**config.mk**
```make
export PLATFORM = sky130hd
export DESIGN_NAME = mux4_rr_arbiter
export DESIGN_NICKNAME = d
export VERILOG_FILES = /design/src/rtl/mux4_rr_arbiter.sv
export SDC_FILE = /design/constraint.sdc
export NUM_CORES = 1
export LEC_CHECK = 0
export CORE_MARGIN = 2
export CORE_UTILIZATION = 40
export CTS_BUF_LIST = sky130_fd_sc_hd__clkbuf_4
export DETAILED_ROUTE_END_ITERATION = 8
export PLACE_DENSITY = 0.69
export SKIP_LAST_GASP = 1
export SLEW_MARGIN = 25
export SYNTH_ARGS = -nofsm -noshare
export SYNTH_HDL_FRONTEND = slang
export SYNTH_SLANG_ARGS = --single-unit
```
**constraint.sdc**
```tcl
create_clock -name clk -period 3.4 [get_ports clk]
set_input_delay 0.85 -clock clk [delete_from_list [all_inputs] [get_ports clk]]
set_output_delay 0.85 -clock clk [all_outputs]
set_load 0.02 [all_outputs]
```
**src/rtl/mux4_rr_arbiter.sv**
```systemverilog
// rtl/mux4_rr_arbiter.sv - round-robin arbiter driving a shared 4:1 bit mux with registered output
// Optional hold limit under contention: define MUX_ARB_HOLD_LIMIT_EN.
module mux4_rr_arbiter #(
  parameter int MAX_HOLD = 4,
  parameter int CNT_W    = 8
) (
  input  logic       clk,
  input  logic       rst_n,
  input  logic [3:0] req,
  input  logic [3:0] input_lines,
  output logic [3:0] grant,
  output logic [1:0] select_lines,
  output logic       busy,
  output logic       out,
  output logic       out_valid
);

  if (MAX_HOLD < 1 || MAX_HOLD > 255 || (64'd1 << CNT_W) <= 64'(MAX_HOLD)) begin : g_bad_cfg
    $error("mux4_rr_arbiter: MAX_HOLD must be 1..255 and below 2**CNT_W");
  end

  typedef enum logic {IDLE, GRANT} state_t;

  state_t           state, state_nx;
  logic [1:0]       ptr, ptr_nx, sel_nx, pick;
  logic [3:0]       grant_nx;
  logic [CNT_W-1:0] hold_cnt, hold_nx;
  logic             handoff;

  assign busy = (state == GRANT);

  // First set request at or after ptr; highest offset is overwritten by lower ones.
  always_comb begin
    pick = ptr;
    for (int k = 3; k >= 0; k--) begin
      if (req[ptr + 2'(k)]) pick = ptr + 2'(k);
    end
  end

  always_comb begin
    state_nx = state;
    grant_nx = grant;
    sel_nx   = select_lines;
    ptr_nx   = ptr;
    hold_nx  = hold_cnt;
    handoff  = 1'b0;
    case (state)
      IDLE: begin
        if (|req) handoff = 1'b1;
      end
      GRANT: begin
        if (!req[select_lines]) begin
          if (|req) begin
            handoff = 1'b1;
          end else begin
            state_nx = IDLE;
            grant_nx = 4'b0000;
          end
        end else begin
`ifdef MUX_ARB_HOLD_LIMIT_EN
          if (hold_cnt == CNT_W'(MAX_HOLD - 1)) begin
            if (|(req & ~grant)) handoff = 1'b1;
            else                 hold_nx = '0;
          end else if (hold_cnt != '1) begin
            hold_nx = hold_cnt + 1'b1;
          end
`else
          if (hold_cnt != '1) hold_nx = hold_cnt + 1'b1;
`endif
        end
      end
      default: state_nx = IDLE;
    endcase
    if (handoff) begin
      state_nx = GRANT;
      grant_nx = 4'b0001 << pick;
      sel_nx   = pick;
      ptr_nx   = pick + 2'd1;
      hold_nx  = '0;
    end
  end

  always_ff @(posedge clk or negedge rst_n) begin
    if (!rst_n) begin
      state        <= IDLE;
      grant        <= 4'b0000;
      select_lines <= 2'b00;
      ptr          <= 2'd0;
      hold_cnt     <= '0;
      out          <= 1'b0;
      out_valid    <= 1'b0;
    end else begin
      state        <= state_nx;
      grant        <= grant_nx;
      select_lines <= sel_nx;
      ptr          <= ptr_nx;
      hold_cnt     <= hold_nx;
      out          <= busy ? input_lines[select_lines] : 1'b0;
      out_valid    <= busy;
    end
  end

endmodule

```
After elaboration in Yosys (flattened, before gate mapping):

Index checks and enable logic that the tools add are counted.

* flip-flop bits (word level): 11
* input port bits: 10
* output and inout port bits: 9
* logic and storage cells: 49

* add/sub/neg operators: 4
* $lt $le $gt $ge: 5
* eq/ne operators: 2
* shift operators: 1
* muxes and demuxes: 27
* bitwise logic cells: 1
* reduce and logical (&&, ||, !) cells: 3

Operators by type and width (number)
* $mux W4: 4
* $lt A2 B3 Y1 const B: 5
* $bmux W1 S2: 6
* $mux W1: 12
* $mux W2: 4
* $add A2 B1 Y2 const B: 2
* $add A2 B2 Y2 const B: 2
* $ne A2 B2 Y1 const B: 2
* $reduce_or A4 Y1: 1
* $shl A1 B2 Y4 const A: 1
* $reduce_and A3 Y1: 1
* $pmux W1 S2: 1
* $reduce_bool A2 Y1: 1
* $not A1 Y1: 1

Longest topological paths before layout:

* depth in word-level cells: 9
* mapped depth: 6

Worst setup path after synthesis:

OpenSTA, ideal clock, no wires.

* path kind: input to register
* start: in req[3]
* end: reg select_lines[1]
* library setup time: 125 ps
* arrival time: 1926 ps
* data required time: 3275 ps
* slack: 1348 ps
* stages on the path: 4
* path through: mux4_2 > and2_4 > nor2_8 > mux2_4

* cells in the longest elaborated chain, start to end: 6
* elaborated cells between the ends (all ways): 18

Ends and longest elaborated chain
* start: declaration: line 9 `input logic [3:0] req,`
* $bmux W1 S2: line 36 `if (req[ptr + 2'(k)]) pick = ptr + 2'(k);`
* $mux W1 (not written as such): line 36
* $mux W2 (4 in series): line 36
* end signal: assignment: line 95 `select_lines <= sel_nx;`
* end: declaration: line 12 `output logic [1:0] select_lines,`

Parallel ways exist; a longest one is shown, timed or not. The select of a mux whose other input is x is not followed.
A chain may end at the register's enable or synchronous reset.

Worst setup path after layout:

Ends and elaborated chain as after synthesis.

==> flow_summary.json <==
{
  "outcome": "finished clean",
  "setup_ws_ns": 0.9813,
  "arrival_ns": 2.57,
  "yosys.area_share.adder_pct": 0,
  "grt_pass1_vias": 534,
  "synth_xor_area_share_pct": 1.292,
  "cap_violations": 0,
  "switching_share_pct": 39.38,
  "cts_buffer_depth": 2,
  "power.density_nw_per_um2": 775.0,
  "maxSlewViolCount": 0,
  "grt_max_degree": 12,
  "yosys_warnings": 0,
  "post-place-cells": 98,
  "cpMaxStageDelayCell": "mux4_2",
  "cts_resized": 0,
  "startpoint_type": "input port",
  "post-route-util_pct": 58.77,
  "fin_cells": 102,
  "place_congestion": 0.8615,
  "place_ws_ns": 0.7099,
  "die_y_um": 45.18,
  "min_from": "grant[1]",
  "combinationalPowerShare_pct": 52.6,
  "critPathMaxStageDelay_ns": 0.55,
  "peakVddDrop_v": 0.0003396,
  "synth_area_um2": 678.2,
  "core_um2": 1541,
  "syn_inst": 65,
  "synth.area.mux_share_pct": 8.856,
  "yosys.area.top_type": "dfrtp_1",
  "required_ns": 3.55,
  "avgSynthCellArea_um2": 10.43,
  "area_delta_synth_final_pct": 33.58,
  "drcViolationCount": 0,
  "htreeDepth": 1,
  "cts_tree": "done",
  "worstHoldPathCells": 2,
  "ys_ff_latch": 11,
  "drt-total-wl_um": 1439,
  "worst_pin_slew_ns": 0.4796,
  "intPower_mw": 0.4256,
  "nets": 97,
  "cts_setup_buffers": 0,
  "fin_crit_ns": 2.419,
  "num_vias": 593,
  "io_buffers": 18,
  "leakagePower_nw": 0.3658,
  "min_to": "grant[1]",
  "drtPass1Iterations": 4,
  "wire_per_inst_um": 14.11,
  "numCtsBuffers": 3,
  "endpoint_kind": "flop",
  "cts_root_buffer": "clkbuf_4",
  "cts_sinks": 11,
  "die-area_um2": 2041,
  "drtIter0Drc": 12,
  "core.rowCount": 14,
  "hold_viol": 0,
  "cts.clk_slew.worst_paths_ns": 0.07,
  "p_switching_mw": 0.2765,
  "ctsHoldBuffers": 0,
  "crit_path_max_fanout": 7,
  "start_util_pct": 43.99,
  "finalSetupTns_ns": 0,
  "synth.top_cells.by_area": "dfrtp_1 41%, mux4_2 6.6%, a21oi_1 3.7%",
  "antenna_found_initial": 0,
  "finalCritPeriodShare_pct": 71.14,
  "slew-limit-headroom_pct": 67.93,
  "dp_hpwl_um": 1105,
  "dieWidth_um": 45.18,
  "worstReg2RegStart": "select_lines[0]",
  "synthSimpleGateAreaFrac_pct": 22.69,
  "pwr-share-seq_pct": 33.8,
  "seq_area_frac_synth_pct": 40.59,
  "fmax_mhz": 413.4,
  "synth_top_area_share_pct": 40.59,
  "clkLatencyLatePin_ns": 0.27,
  "synth_nets": 75,
  "crit_type": "input port to flop",
  "synth_compound_area_share_pct": 21.40,
  "overflow": 0,
  "synth_cell_type_count": 31,
  "r2r.worst_path.cells": 4,
  "power_frac_clock_pct": 13.6,
  "drive_gt1_share_pct": 18.60,
  "io_pins": 19,
  "ant_nets": 0,
  "r2r-end": "select_lines[1]",
  "whs_ns": 0.5272,
  "synth_top_family_by_area": "simple AND/OR/NAND/NOR gates",
  "antenna_cells": 0,
  "rsz0062_at_grt": "false",
  "rrSetupSlack_ns": 1.66,
  "grt_pass1_wl_um": 2380,
  "nFillCells": 132,
  "crit_chain": "clkdlybuf4s50_1 > mux4_2 > and2_4 > nor2_8 > mux2_4",
  "finClkSkew_ns": 0.0005891,
  "holdCritPathClass": "flop to flop",
  "viasPerCell": 5.814,
  "setup_viol": 0,
  "grt_usage_pct": 17.16
}
[placed cells by master, fill, tap and decap left out, drive strengths merged]
cell type / synthesis / routed
a2111o: 2 / 2
a211o: 1 / 1
a211oi: 1 / 1
a21oi: 5 / 5
a311oi: 2 / 2
and2: 2 / 2
buf: 2 / 1
clkbuf: 0 / 4
clkdlybuf4s50: 0 / 18
dfrtp: 11 / 11
inv: 5 / 5
mux2: 1 / 1
mux4: 2 / 2
nand2: 6 / 6
nand2b: 2 / 2
nand3: 4 / 4
nand3b: 3 / 3
nor2: 4 / 4
nor3: 1 / 1
nor3b: 1 / 1
nor4: 1 / 1
o211ai: 2 / 2
o21a: 2 / 2
o21ai: 1 / 1
o221a: 1 / 1
o22ai: 1 / 1
or2: 1 / 1
xnor2: 1 / 1
[cell usage after synthesis]
| library cell | instances |
|---|---|
| dfrtp_1 | 11 |
| nand2_1 | 6 |
| a21oi_1 | 5 |
| inv_1 | 4 |
| nand3_1 | 4 |
| nand3b_1 | 3 |
| nor2_1 | 3 |
| a2111o_1 | 2 |
| mux4_2 | 2 |
| nand2b_1 | 2 |
| o211ai_1 | 2 |
| o21a_1 | 2 |
| a211o_1 | 1 |
| a211oi_2 | 1 |
| a311oi_1 | 1 |
| a311oi_2 | 1 |
| and2_1 | 1 |
| and2_4 | 1 |
| buf_2 | 1 |
| buf_6 | 1 |
| inv_2 | 1 |
| mux2_4 | 1 |
| nor2_8 | 1 |
| nor3_2 | 1 |
| nor3b_1 | 1 |
| nor4_1 | 1 |
| o21ai_0 | 1 |
| o221a_2 | 1 |
| o22ai_1 | 1 |
| or2_0 | 1 |
| xnor2_1 | 1 |
[power groups by stage]
stage | clock, mW | sequential [mW] | combinational, mW
final | 0.0957 | 0.237 | 0.369
after global routing | 0.108 | 0.247 | 0.401
after CTS | 0.102 | 0.238 | 0.373
after detailed placement | 0 | 0.241 | 0.372
after global placement | 0 | 0.240 | 0.365
after floorplan | 0 | 0.262 | 0.221
[area by class of cell]
| class | count | area (µm²) | area share [%] |
|---|---|---|---|
| flip-flops and latches | 11 | 275.3 | 30.39 |
| repair buffers | 19 | 187.7 | 20.72 |
| multi-input cells | 47 | 374.1 | 41.30 |
| clock buffers | 4 | 30.03 | 3.315 |
| well taps | 16 | 20.02 | 2.210 |
| inverters | 5 | 18.77 | 2.072 |
[worst max-delay path by stage]
stage	from	end	slack [ns]	cells past startpoint
after global placement	req[3]	select_lines[1]	0.73	5
final	req[3]	select_lines[1]	0.98	5
after floorplan	req[3]	select_lines[1]	1.35	4
after global routing	req[3]	select_lines[1]	0.96	5
after CTS	req[3]	select_lines[1]	1.00	5
after detailed placement	req[3]	select_lines[1]	0.71	5
[cells by family after synthesis]
kind of cell,count (synthesis)
AND/OR/NAND/NOR,25
AO/OA/AOI/OAI,18
flip-flops,11
buffers and inverters,7
multiplexers,3
XOR/XNOR,1
[registers in the layout, indices dropped and copies added, names as in the netlist]
signal and cells:
busy 1, grant 4, out 1, out_valid 1, ptr 2, select_lines 2
[stage by stage]
stage	cell area, µm²	power [mW]
after floorplan	678.2	0.4825
after global placement	875.8	0.6057
after detailed placement	875.8	0.6126
after CTS	905.9	0.7134
after global routing	905.9	0.7557
final	905.9	0.7021
[metal layers]
metal  track usage (%)  wire [µm]  vias to the layer above
li1                  -          -                      283
met1             20.20        629                      286
met2             26.00        681                       22
met3             6.800        112                        2
met4             10.59         15                        0
met5                 0          0                        -
[worst max-delay path: cells and delay by family]
kind	cells	cell delay, ns
buffers and inverters	1	0.53
muxes	2	0.85
and+or+nand+nor	2	0.33
No activity file was read; power rests on OpenSTA's default activity.
